[src/rtl/inst_fetch_responder.sv]
// Instruction-side fetch responder: single-entry fetch buffer in front of a
// variable-latency memory bus, with stall request, bounded wait and flush.
module inst_fetch_responder #(
    parameter int unsigned TIMEOUT = 255,
    parameter int unsigned CNT_W   = 8
) (
    input  logic        clk,
    input  logic        rst,
    input  logic        ce,
    input  logic [31:0] addr,
    input  logic        flush,
    output logic [31:0] inst,
    output logic        stallreq,
    output logic        fetch_err,
    output logic        mem_req,
    output logic [31:0] mem_addr,
    input  logic        mem_ack,
    input  logic [31:0] mem_rdata
);

    localparam logic [CNT_W-1:0] CNT_LAST = CNT_W'(TIMEOUT - 1);

    typedef enum logic [1:0] {
        IDLE  = 2'd0,
        REQ   = 2'd1,
        DRAIN = 2'd2
    } state_t;

    state_t           state;
    logic             buf_valid;
    logic             buf_err;
    logic [29:0]      buf_word;
    logic [31:0]      buf_data;
    logic [29:0]      req_word;
    logic [CNT_W-1:0] cnt;
    logic             hit;
    logic             wait_done;

    // Byte-offset bits of the fetch address play no part in the lookup.
    logic unused_addr_lsb;
    assign unused_addr_lsb = ^addr[1:0];

    assign hit       = buf_valid && (buf_word == addr[31:2]);
    assign wait_done = (cnt == CNT_LAST);

    // Fetch FSM, buffer and bus request registers.
    always_ff @(posedge clk or negedge rst) begin
        if (!rst) begin
            state     <= IDLE;
            buf_valid <= 1'b0;
            buf_err   <= 1'b0;
            buf_word  <= '0;
            buf_data  <= '0;
            req_word  <= '0;
            cnt       <= '0;
            mem_req   <= 1'b0;
            mem_addr  <= '0;
        end else begin
            case (state)
                IDLE: begin
                    if (ce && !hit && !flush) begin
                        state    <= REQ;
                        req_word <= addr[31:2];
                        cnt      <= '0;
                        mem_req  <= 1'b1;
                        mem_addr <= {addr[31:2], 2'b00};
                    end
                end
                REQ: begin
                    cnt <= cnt + CNT_W'(1);
                    if (mem_ack) begin
                        if (!flush) begin
                            buf_word  <= req_word;
                            buf_data  <= mem_rdata;
                            buf_valid <= 1'b1;
                            buf_err   <= 1'b0;
                        end
                        state   <= IDLE;
                        mem_req <= 1'b0;
                    end else if (wait_done) begin
                        // Wait budget spent: abandon even if a flush arrives now.
                        if (!flush) begin
                            buf_word  <= req_word;
                            buf_data  <= '0;
                            buf_valid <= 1'b1;
                            buf_err   <= 1'b1;
                        end
                        state   <= IDLE;
                        mem_req <= 1'b0;
                    end else if (flush) begin
                        state <= DRAIN;
                    end
                end
                DRAIN: begin
                    // Request stays up until the bus answers or the wait expires.
                    cnt <= cnt + CNT_W'(1);
                    if (mem_ack || wait_done) begin
                        state   <= IDLE;
                        mem_req <= 1'b0;
                    end
                end
                default: begin
                    state   <= IDLE;
                    mem_req <= 1'b0;
                end
            endcase
            // Flush wins over any fill on the same edge.
            if (flush) begin
                buf_valid <= 1'b0;
                buf_err   <= 1'b0;
            end
        end
    end

    // Pipeline-facing outputs, forced quiet while reset is held.
    always_comb begin
        inst      = '0;
        stallreq  = 1'b0;
        fetch_err = 1'b0;
        if (rst && ce) begin
            if (hit) begin
                inst      = buf_data;
                fetch_err = buf_err;
            end else begin
                stallreq = 1'b1;
            end
        end
    end

endmodule

[config.mk]
export PLATFORM = sky130hd
export DESIGN_NAME = inst_fetch_responder
export DESIGN_NICKNAME = d
export VERILOG_FILES = /design/src/rtl/inst_fetch_responder.sv
export SDC_FILE = /design/constraint.sdc
export NUM_CORES = 1
export LEC_CHECK = 0
export ABC_AREA = 1
export BUFFER_PORTS_ARGS = -buffer_cell sky130_fd_sc_hd__buf_2
export CORE_ASPECT_RATIO = 1.1
export CORE_MARGIN = 2
export CORE_UTILIZATION = 35
export CTS_BUF_LIST = sky130_fd_sc_hd__clkbuf_8
export CTS_CLUSTER_SIZE = 12
export DETAILED_ROUTE_END_ITERATION = 7
export PLACE_DENSITY = 0.58
export SLEW_MARGIN = 20
export SYNTH_ARGS = -nofsm -noshare
export SYNTH_HDL_FRONTEND = slang
export SYNTH_SLANG_ARGS = --single-unit
[constraint.sdc]
create_clock -name clk -period 3.8 [get_ports clk]
set_clock_uncertainty 0.05 [all_clocks]
set_input_delay 0.57 -clock clk [delete_from_list [all_inputs] [get_ports clk]]
set_output_delay 0.57 -clock clk [all_outputs]
set_load 0.03 [all_outputs]
Word level (Yosys, flattened, before mapping):

Cells that the tools add are included.

* register bits: 105
* output and inout port bits: 67
* word-level logic and storage cells: 72

* add/sub/neg operators: 1
* equal/unequal tests: 10
* multiplexer cells: 33
* reduce and logical (&&, ||, !) cells: 20

Operator list (count)
* $mux W32: 6
* $mux W30: 3
* $eq A30 B30 Y1: 1
* $pmux W8 S2: 1
* $mux W1: 15
* $mux W2: 5
* $add A8 B1 Y8 const B: 1
* $eq A8 B8 Y1 const B: 1
* $mux W8: 1
* $ne A2 B2 Y1 const B: 4
* $reduce_and A2 Y1: 4
* $pmux W2 S3: 1
* $reduce_and A3 Y1: 2
* $reduce_bool A2 Y1: 3
* $logic_and A1 B1 Y1: 4
* $ne A4 B4 Y1 const B: 1
* $reduce_and A4 Y1: 1
* $ne A3 B3 Y1 const B: 1
* $pmux W1 S3: 1
* $reduce_bool A3 Y1: 1
* $eq A2 B1 Y1 const B: 1
* $eq A2 B2 Y1 const B: 1
* $logic_not A1 Y1: 2
* $logic_not A2 Y1: 1
* other kinds (2): 2

Longest topological paths before layout:

Gate-level depths: netlist (run 1).

* depth in word-level cells: 7
* gate-level depth with buffers: 14
* depth with buffers taken out: 14

Worst setup path before layout (run 1):

OpenSTA, ideal clock, no wires.

* path kind: input to output
* start: input port addr[8]
* end: output port inst[10]
* arrival: 2019 ps
* required time: 3180 ps
* setup slack: 1161 ps
* stages on the path: 10
* path buffers: 1
* cells stage by stage: inv_1 -> nor2_1 -> nor2_1 -> nand2_1 -> nor2_1 -> nand2_1 -> nor2_2 -> nand2_2 -> clkbuf_1 -> nor3_1

* longest elaborated chain between the ends: 4

RTL lines
* start: declaration: line 10 `input logic [31:0] addr,`
* $eq A30 B30 Y1: line 43 `assign hit = buf_valid && (buf_word == addr[31:2]);`
* $logic_and A1 B1 Y1: line 43
* $mux W32: line 121 `if (hit) begin`
* $mux W32: line 120 `if (rst && ce) begin`
* end: declaration: line 12 `output logic [31:0] inst,`

Every way passes these cells.

Worst setup path after layout (run 1):

* start: register buf_word[19]
* end: output port inst[7]

* longest elaborated chain between the ends: 4

RTL lines
* start: declaration: line 32 `logic [29:0] buf_word;`
* start signal: assignment: line 73 `buf_word <= req_word;`
* start signal: assignment: line 83 `buf_word <= req_word;`
* $eq A30 B30 Y1: line 43
* $logic_and A1 B1 Y1: line 43
* $mux W32: line 121
* $mux W32: line 120

Every way passes these cells.

==> results.py, run 1 <==
metrics = {
    "status": {
        "status": "complete, no violations",
    },
    "min_path": {
        "hold_path.class": "input pin to async pin",
    },
    "layout": {
        "layout-drive-gt1-share": 0.222,
        "insertedDiodeCount": 0,
        "final_cell_mix": "166 x nand2_1, 130 x buf_2, 108 x inv_1",
        "fill_cells": 1528,
        "syn2layout_area_growth_pct": 18.6,
        "layout_commonest_cell": "nand2_1",
        "nets": 831,
    },
    "clocking": {
        "cts_setup_buffers": 0,
        "ctsResizeCount": 0,
        "clockBufferDepth": 2,
        "clk_latency_ns": 0.38,
        "clk_pin_slew_worst_paths_ns": 0.11,
        "numCtsBuffers": 9,
        "tritoncts": "built",
        "postCtsHoldBufs": 0,
        "cts-root-buf": "clkbuf_8",
        "h-tree-depth": 3,
        "cts.sinks": 105,
    },
    "worst_setup_path": {
        "r2r_cells": 12,
        "start_kind": "register",
        "critPathCaptureType": "output pin",
        "critical_path_class": "register to output pin",
        "critPathArrivalTime_ns": 2.44,
        "startpoint": "buf_word[19]",
        "rr_startpoint": "buf_word[19]",
        "crit_fanout": 35,
        "required_ns": 3.18,
    },
    "synthesis": {
        "synth_edf_count": 0,
        "synth_warnings": 0,
        "yosysSeqAreaShare": 0.513,
        "synth-seq-cells": 105,
        "syn_avg_cell_area_um2": 8.01,
        "synth.distinct_cells": 30,
        "synth_flop_cell": "dfrtp_1",
        "syn_area_um2": 5120,
        "synthCells": 639,
        "async_flop_share": 1.00,
    },
    "sta": {
        "maxSlewHeadroom": 0.393,
        "period_needed_ns": 3.06,
        "rsz0062_at_grt": "false",
        "finalCritPeriodShare": 0.804,
        "hold_viol": 0,
        "tns_ns": 0,
        "tightest_slew_ns": 0.910,
        "slew_violations": 0,
        "clock.fmax_ghz": 0.327,
        "setup_viol": 0,
    },
    "grt": {
        "grt_pass1_vias": 4014,
        "grt_max_degree": 79,
        "grtUsageTotal": 0.164,
        "antenna_found_initial": 0,
        "grt.overflow.total": 0,
        "grt_pass1_wl_um": 20100,
    },
    "floorplan": {
        "dieArea_um2": 15600,
        "die_h_um": 131,
        "io_pins": 136,
        "core_um2": 14400,
        "die_w_um": 119,
        "start_util": 0.356,
        "num_rows": 46,
    },
    "routing": {
        "drt-pass1-iter-count": 4,
        "routed-via-count": 4300,
        "drt_wl_total_um": 12400,
        "drtIter0Drc": 290,
        "drcViolationCount": 0,
        "avgRoutedWirePerCell_um": 13.0,
        "antenna_left": 0,
        "via_per_inst": 4.51,
    },
    "power_and_ir_drop": {
        "power_mw": 3.95,
        "switching_power_mw": 1.69,
        "p_sw_frac": 0.428,
        "clockPowerShare": 0.171,
        "internal_power_mw": 2.26,
        "combPwrFrac": 0.383,
        "vdd_drop_max_mv": 0.334,
        "p_per_area_nw_per_um2": 651,
        "p_leak_nw": 3.18,
        "power_frac_seq": 0.446,
    },
    "flow_run": {
        "drv_cap": 0,
    },
    "placed_design": {
        "gp_congestion": 0.800,
        "hpwl_um": 8690,
        "portBuffers": 131,
    },
}
## layer usage
metal  vias to the layer above  wire length [µm]  GRT usage
met2                       112              5380      0.256
li1                       2223                 -          -
met4                         0               192     0.0644
met3                        11               687     0.0356
met5                         -                 0          0
met1                      1954              6120      0.226
## power groups by stage
| stage | clock network, mW | logic, mW | registers, mW |
|---|---|---|---|
| 2_1_floorplan | 0 | 0.808 | 2.06 |
| 3_3_place_gp | 0 | 1.52 | 1.77 |
| 3_5_place_dp | 0 | 1.54 | 1.78 |
| 4_1_cts | 0.717 | 1.54 | 1.77 |
| 5_1_grt | 0.751 | 1.71 | 1.82 |
| 6_report | 0.677 | 1.51 | 1.76 |
## sequential cells by signal, summed over array words and instances (netlist names)
name,cells
buf_data,32
buf_err,1
buf_valid,1
buf_word,30
cnt,8
mem_req,1
req_word,30
state,2
## synth_stat cells, types with 5 or more instances
library cell	instances	area, µm²
nand3_1	43	215
o21ai_1	29	145
nor3_1	34	170
buf_4	5	37.5
o21ai_2	5	43.8
o21ai_0	65	325
nor2_1	15	56.3
xnor2_1	8	70.1
buf_2	6	30.0
dfrtp_1	105	2630
nand2_1	166	623
inv_1	108	405
buf_6	6	67.6
ha_1	5	62.6
clkbuf_1	13	48.8
## critical path, stage by stage (launching register included)
cell and delay, ns:
dfrtp_1 0.40, inv_1 0.07, nand2_1 0.05, nand2_1 0.05, nand2_1 0.11, nor2_1 0.12
nand2_1 0.07, nor2_2 0.19, nand2_2 0.43, nor3_1 0.30, buf_2 0.24
## worst paths after layout
| path | to | slack (ns) |
|---|---|---|
| worst min register to register | mem_req | 0.44 |
| worst max register to register | cnt[1] | 1.27 |
| max in group asynchronous | req_word[18] | 2.32 |
| min in group clk | req_word[29] | 0.36 |
| worst max-delay path | inst[7] | 0.74 |
| worst min-delay path | buf_data[15] | 0.09 |
## area by class of cell
class,instances,area (µm²),share of cell area
Tap cell,192,240,0.0396
Multi-Input combinational cell,394,1890,0.312
Sequential cell,105,2630,0.433
Inverter,111,417,0.0686
Timing Repair Buffer,136,708,0.117
Clock buffer,9,124,0.0204
Clock inverter,7,61.3,0.0101
## stage by stage
stage	setup slack, ns	std cells	util	cell area, µm²	hold slack (ns)
3_3_place_gp	0.813	938	0.409	5890	0.407
6_report	0.745	954	0.422	6070	0.0908
5_1_grt	0.433	954	0.422	6070	0.108
2_1_floorplan	1.16	640	-	5120	0.224
4_1_cts	0.685	954	0.422	6070	0.0840
3_5_place_dp	0.826	938	0.409	5890	0.421
## cell families (layout without fill, tap and decap cells)
family,Yosys count,in the layout,share of synthesized area
buffers and inverters,141,263,0.117
AOI/OAI and AO/OA,103,103,0.107
xor gates and xnor gates,10,10,0.0171
other,1,2,0.000733
DFF,105,105,0.513
and+or+nand+nor,274,274,0.233
adders and majority gates,5,5,0.0122
Note: power is estimated with default switching activity, not from simulation.
==> inputs of run 2 (changes only) <==
ABC_AREA = 0   (was 1)
clock period = 3 ns   (was 3.8 ns; I/O delays follow)
==> results.py, run 2 <==
metrics = {
    "status": {
        "status": "complete, no violations",
    },
    "flow_run": {
        "drv_cap": 0,
    },
    "routing": {
        "via_per_inst": 4.65,
        "drt-pass1-iter-count": 4,
        "antenna_left": 0,
        "routed-via-count": 3852,
        "avgRoutedWirePerCell_um": 15.0,
        "drcViolationCount": 0,
        "drtIter0Drc": 241,
        "drt_wl_total_um": 12500,
    },
    "synthesis": {
        "synth-seq-cells": 105,
        "synth.distinct_cells": 38,
        "yosysSeqAreaShare": 0.521,
        "synth_area_leaders": "dfrtp_1 52%, nand2_1 12%, mux2_4 8.9%",
        "syn_area_um2": 5040,
        "yosysMostFrequentCell": "nand2_1",
        "synth_edf_count": 0,
        "synth_flop_cell": "dfrtp_1",
        "syn_avg_cell_area_um2": 10.0,
        "async_flop_share": 1.00,
        "synth_top_area_share": 0.521,
        "synthCells": 504,
        "synth_warnings": 0,
        "yosysTopAreaCell": "dfrtp_1",
        "synth_commonest_cells": "165 x nand2_1, 105 x dfrtp_1, 37 x nand3_1",
    },
    "layout": {
        "fill_cells": 1456,
        "final_core_util": 0.430,
        "largest_register_ffs": 32,
        "layout_commonest_cell": "nand2_1",
        "layout-drive-gt1-share": 0.317,
        "syn2layout_area_growth_pct": 21.7,
        "insertedDiodeCount": 0,
        "largest-register": "buf_data",
        "reg_top3": "buf_data x32, buf_word x30, req_word x30",
        "register_area_um2": 2630,
        "multi_input_area_um2": 2260,
        "nets": 706,
        "final_cell_mix": "165 x nand2_1, 118 x buf_2, 105 x dfrtp_1",
        "fin_cells": 829,
    },
    "grt": {
        "grt_pass1_vias": 3746,
        "grt_max_degree": 59,
        "grt_pass1_wl_um": 19700,
        "grt.overflow.total": 0,
        "grtUsageTotal": 0.163,
        "antenna_found_initial": 0,
    },
    "floorplan": {
        "io_pins": 136,
        "die_h_um": 130,
        "dieArea_um2": 15400,
        "num_rows": 46,
        "start_util": 0.353,
        "core_um2": 14300,
        "die_w_um": 118,
    },
    "power_and_ir_drop": {
        "clockPowerShare": 0.152,
        "internal_power_mw": 3.27,
        "combPwrFrac": 0.398,
        "power_frac_seq": 0.450,
        "p_sw_frac": 0.405,
        "p_per_area_nw_per_um2": 896,
        "power_mw": 5.50,
        "switching_power_mw": 2.23,
        "vdd_drop_max_mv": 0.285,
        "p_leak_nw": 3.15,
    },
    "sta": {
        "period_needed_ns": 2.89,
        "clock.fmax_ghz": 0.346,
        "fin_hold_ws_ns": 0.177,
        "setup_viol": 0,
        "hold_viol": 0,
        "finalCritPeriodShare": 0.963,
        "tns_ns": 0,
        "maxSlewHeadroom": 0.500,
        "tightest_slew_ns": 0.750,
        "slew_violations": 0,
    },
    "worst_setup_path": {
        "max_stage_delay_ns": 0.40,
        "path_delay_family": "simple AND/OR/NAND/NOR gates",
        "path_cells": "xnor2_1 -> nand4_1 -> nor4_4 -> buf_4 -> nand2_2 -> nor2_4 -> buf_12 -> and2_1 -> clkbuf_4",
        "critical_path_class": "register to output pin",
        "r2r_end": "cnt[4]",
        "required_ns": 2.50,
        "critPathCaptureType": "output pin",
        "rr_startpoint": "buf_word[2]",
        "crit_buf_inv": 3,
        "critPathArrivalTime_ns": 2.39,
        "crit_fanout": 32,
        "reg2reg_slack_ns": 0.58,
        "critPathSlowestCell": "dfrtp_1",
        "start_kind": "register",
        "r2r_cells": 9,
    },
    "placed_design": {
        "gp_congestion": 0.769,
        "hpwl_um": 8610,
        "placedCellCount": 811,
        "portBuffers": 131,
    },
    "clocking": {
        "cts.sinks": 105,
        "h-tree-depth": 3,
        "clockBufferDepth": 2,
        "clk_latency_ns": 0.39,
        "numCtsBuffers": 9,
        "cts-root-buf": "clkbuf_8",
        "tritoncts": "built",
        "postCtsHoldBufs": 0,
        "clk_pin_slew_worst_paths_ns": 0.11,
    },
    "min_path": {
        "hold_path.class": "input pin to async pin",
    },
}
## run 2: layer usage
metal,part of all wire,track usage,routed length [µm],up-vias
met2,0.50,0.268,6220,85
met4,0.016,0.0714,203,0
met5,0,0,0,-
li1,-,-,-,1892
met3,0.036,0.0258,450,16
met1,0.45,0.217,5590,1859
## run 2: cell type report
| class | count | area share |
|---|---|---|
| Sequential cell | 105 | 0.428 |
| Multi-Input combinational cell | 364 | 0.369 |
| Timing Repair Buffer | 143 | 0.129 |
| Tap cell | 192 | 0.0392 |
| Clock buffer | 9 | 0.0202 |
| Clock inverter | 7 | 0.00898 |
| Inverter | 9 | 0.00551 |
## run 2: cell families (layout without fill, tap and decap cells)
logic type,count (synthesis),after routing,synth area share
AO/OA/AOI/OAI,25,25,0.0353
XOR/XNOR,30,30,0.0521
adder cells (fa/ha/maj),5,5,0.0124
buffers and inverters,36,168,0.0380
flip-flops,105,105,0.521
multiplexers,32,32,0.0936
other,1,2,0.000744
AND/OR/NAND/NOR,270,270,0.247
## run 2: through the flow
stage	worst slack (ns)	instance area [µm²]
after global placement	0.202	5880
after global routing	-0.00364	6130
after detailed placement	0.191	5880
final	0.111	6130
after CTS	0.0257	6080
after floorplan	0.570	5040
## run 2: worst max path at each step
stage / start / end / slack [ns] / depth (start not counted)
after global placement: addr[4] / inst[2] / 0.20 / 9
after floorplan: addr[13] / inst[10] / 0.57 / 7
after CTS: buf_word[21] / inst[2] / 0.03 / 8
after detailed placement: addr[4] / inst[2] / 0.19 / 9
final: buf_word[2] / inst[19] / 0.11 / 9
after global routing: buf_word[21] / inst[27] / -0.004 / 9
## run 2: what timing repair did
item / in CTS / in global routing
buffers inserted: 1 / 1
gates resized for setup: 2 / 15
pin swaps: 1 / 3
setup endpoints to repair: 32 / 32
## run 2: power by group through the flow
stage	clock network (mW)	registers [mW]	logic, mW
floorplan	0	2.84	1.22
global placement	0	2.46	2.14
detailed placement	0	2.50	2.19
CTS	0.865	2.48	2.20
global route	0.930	2.57	2.40
finish	0.834	2.47	2.19
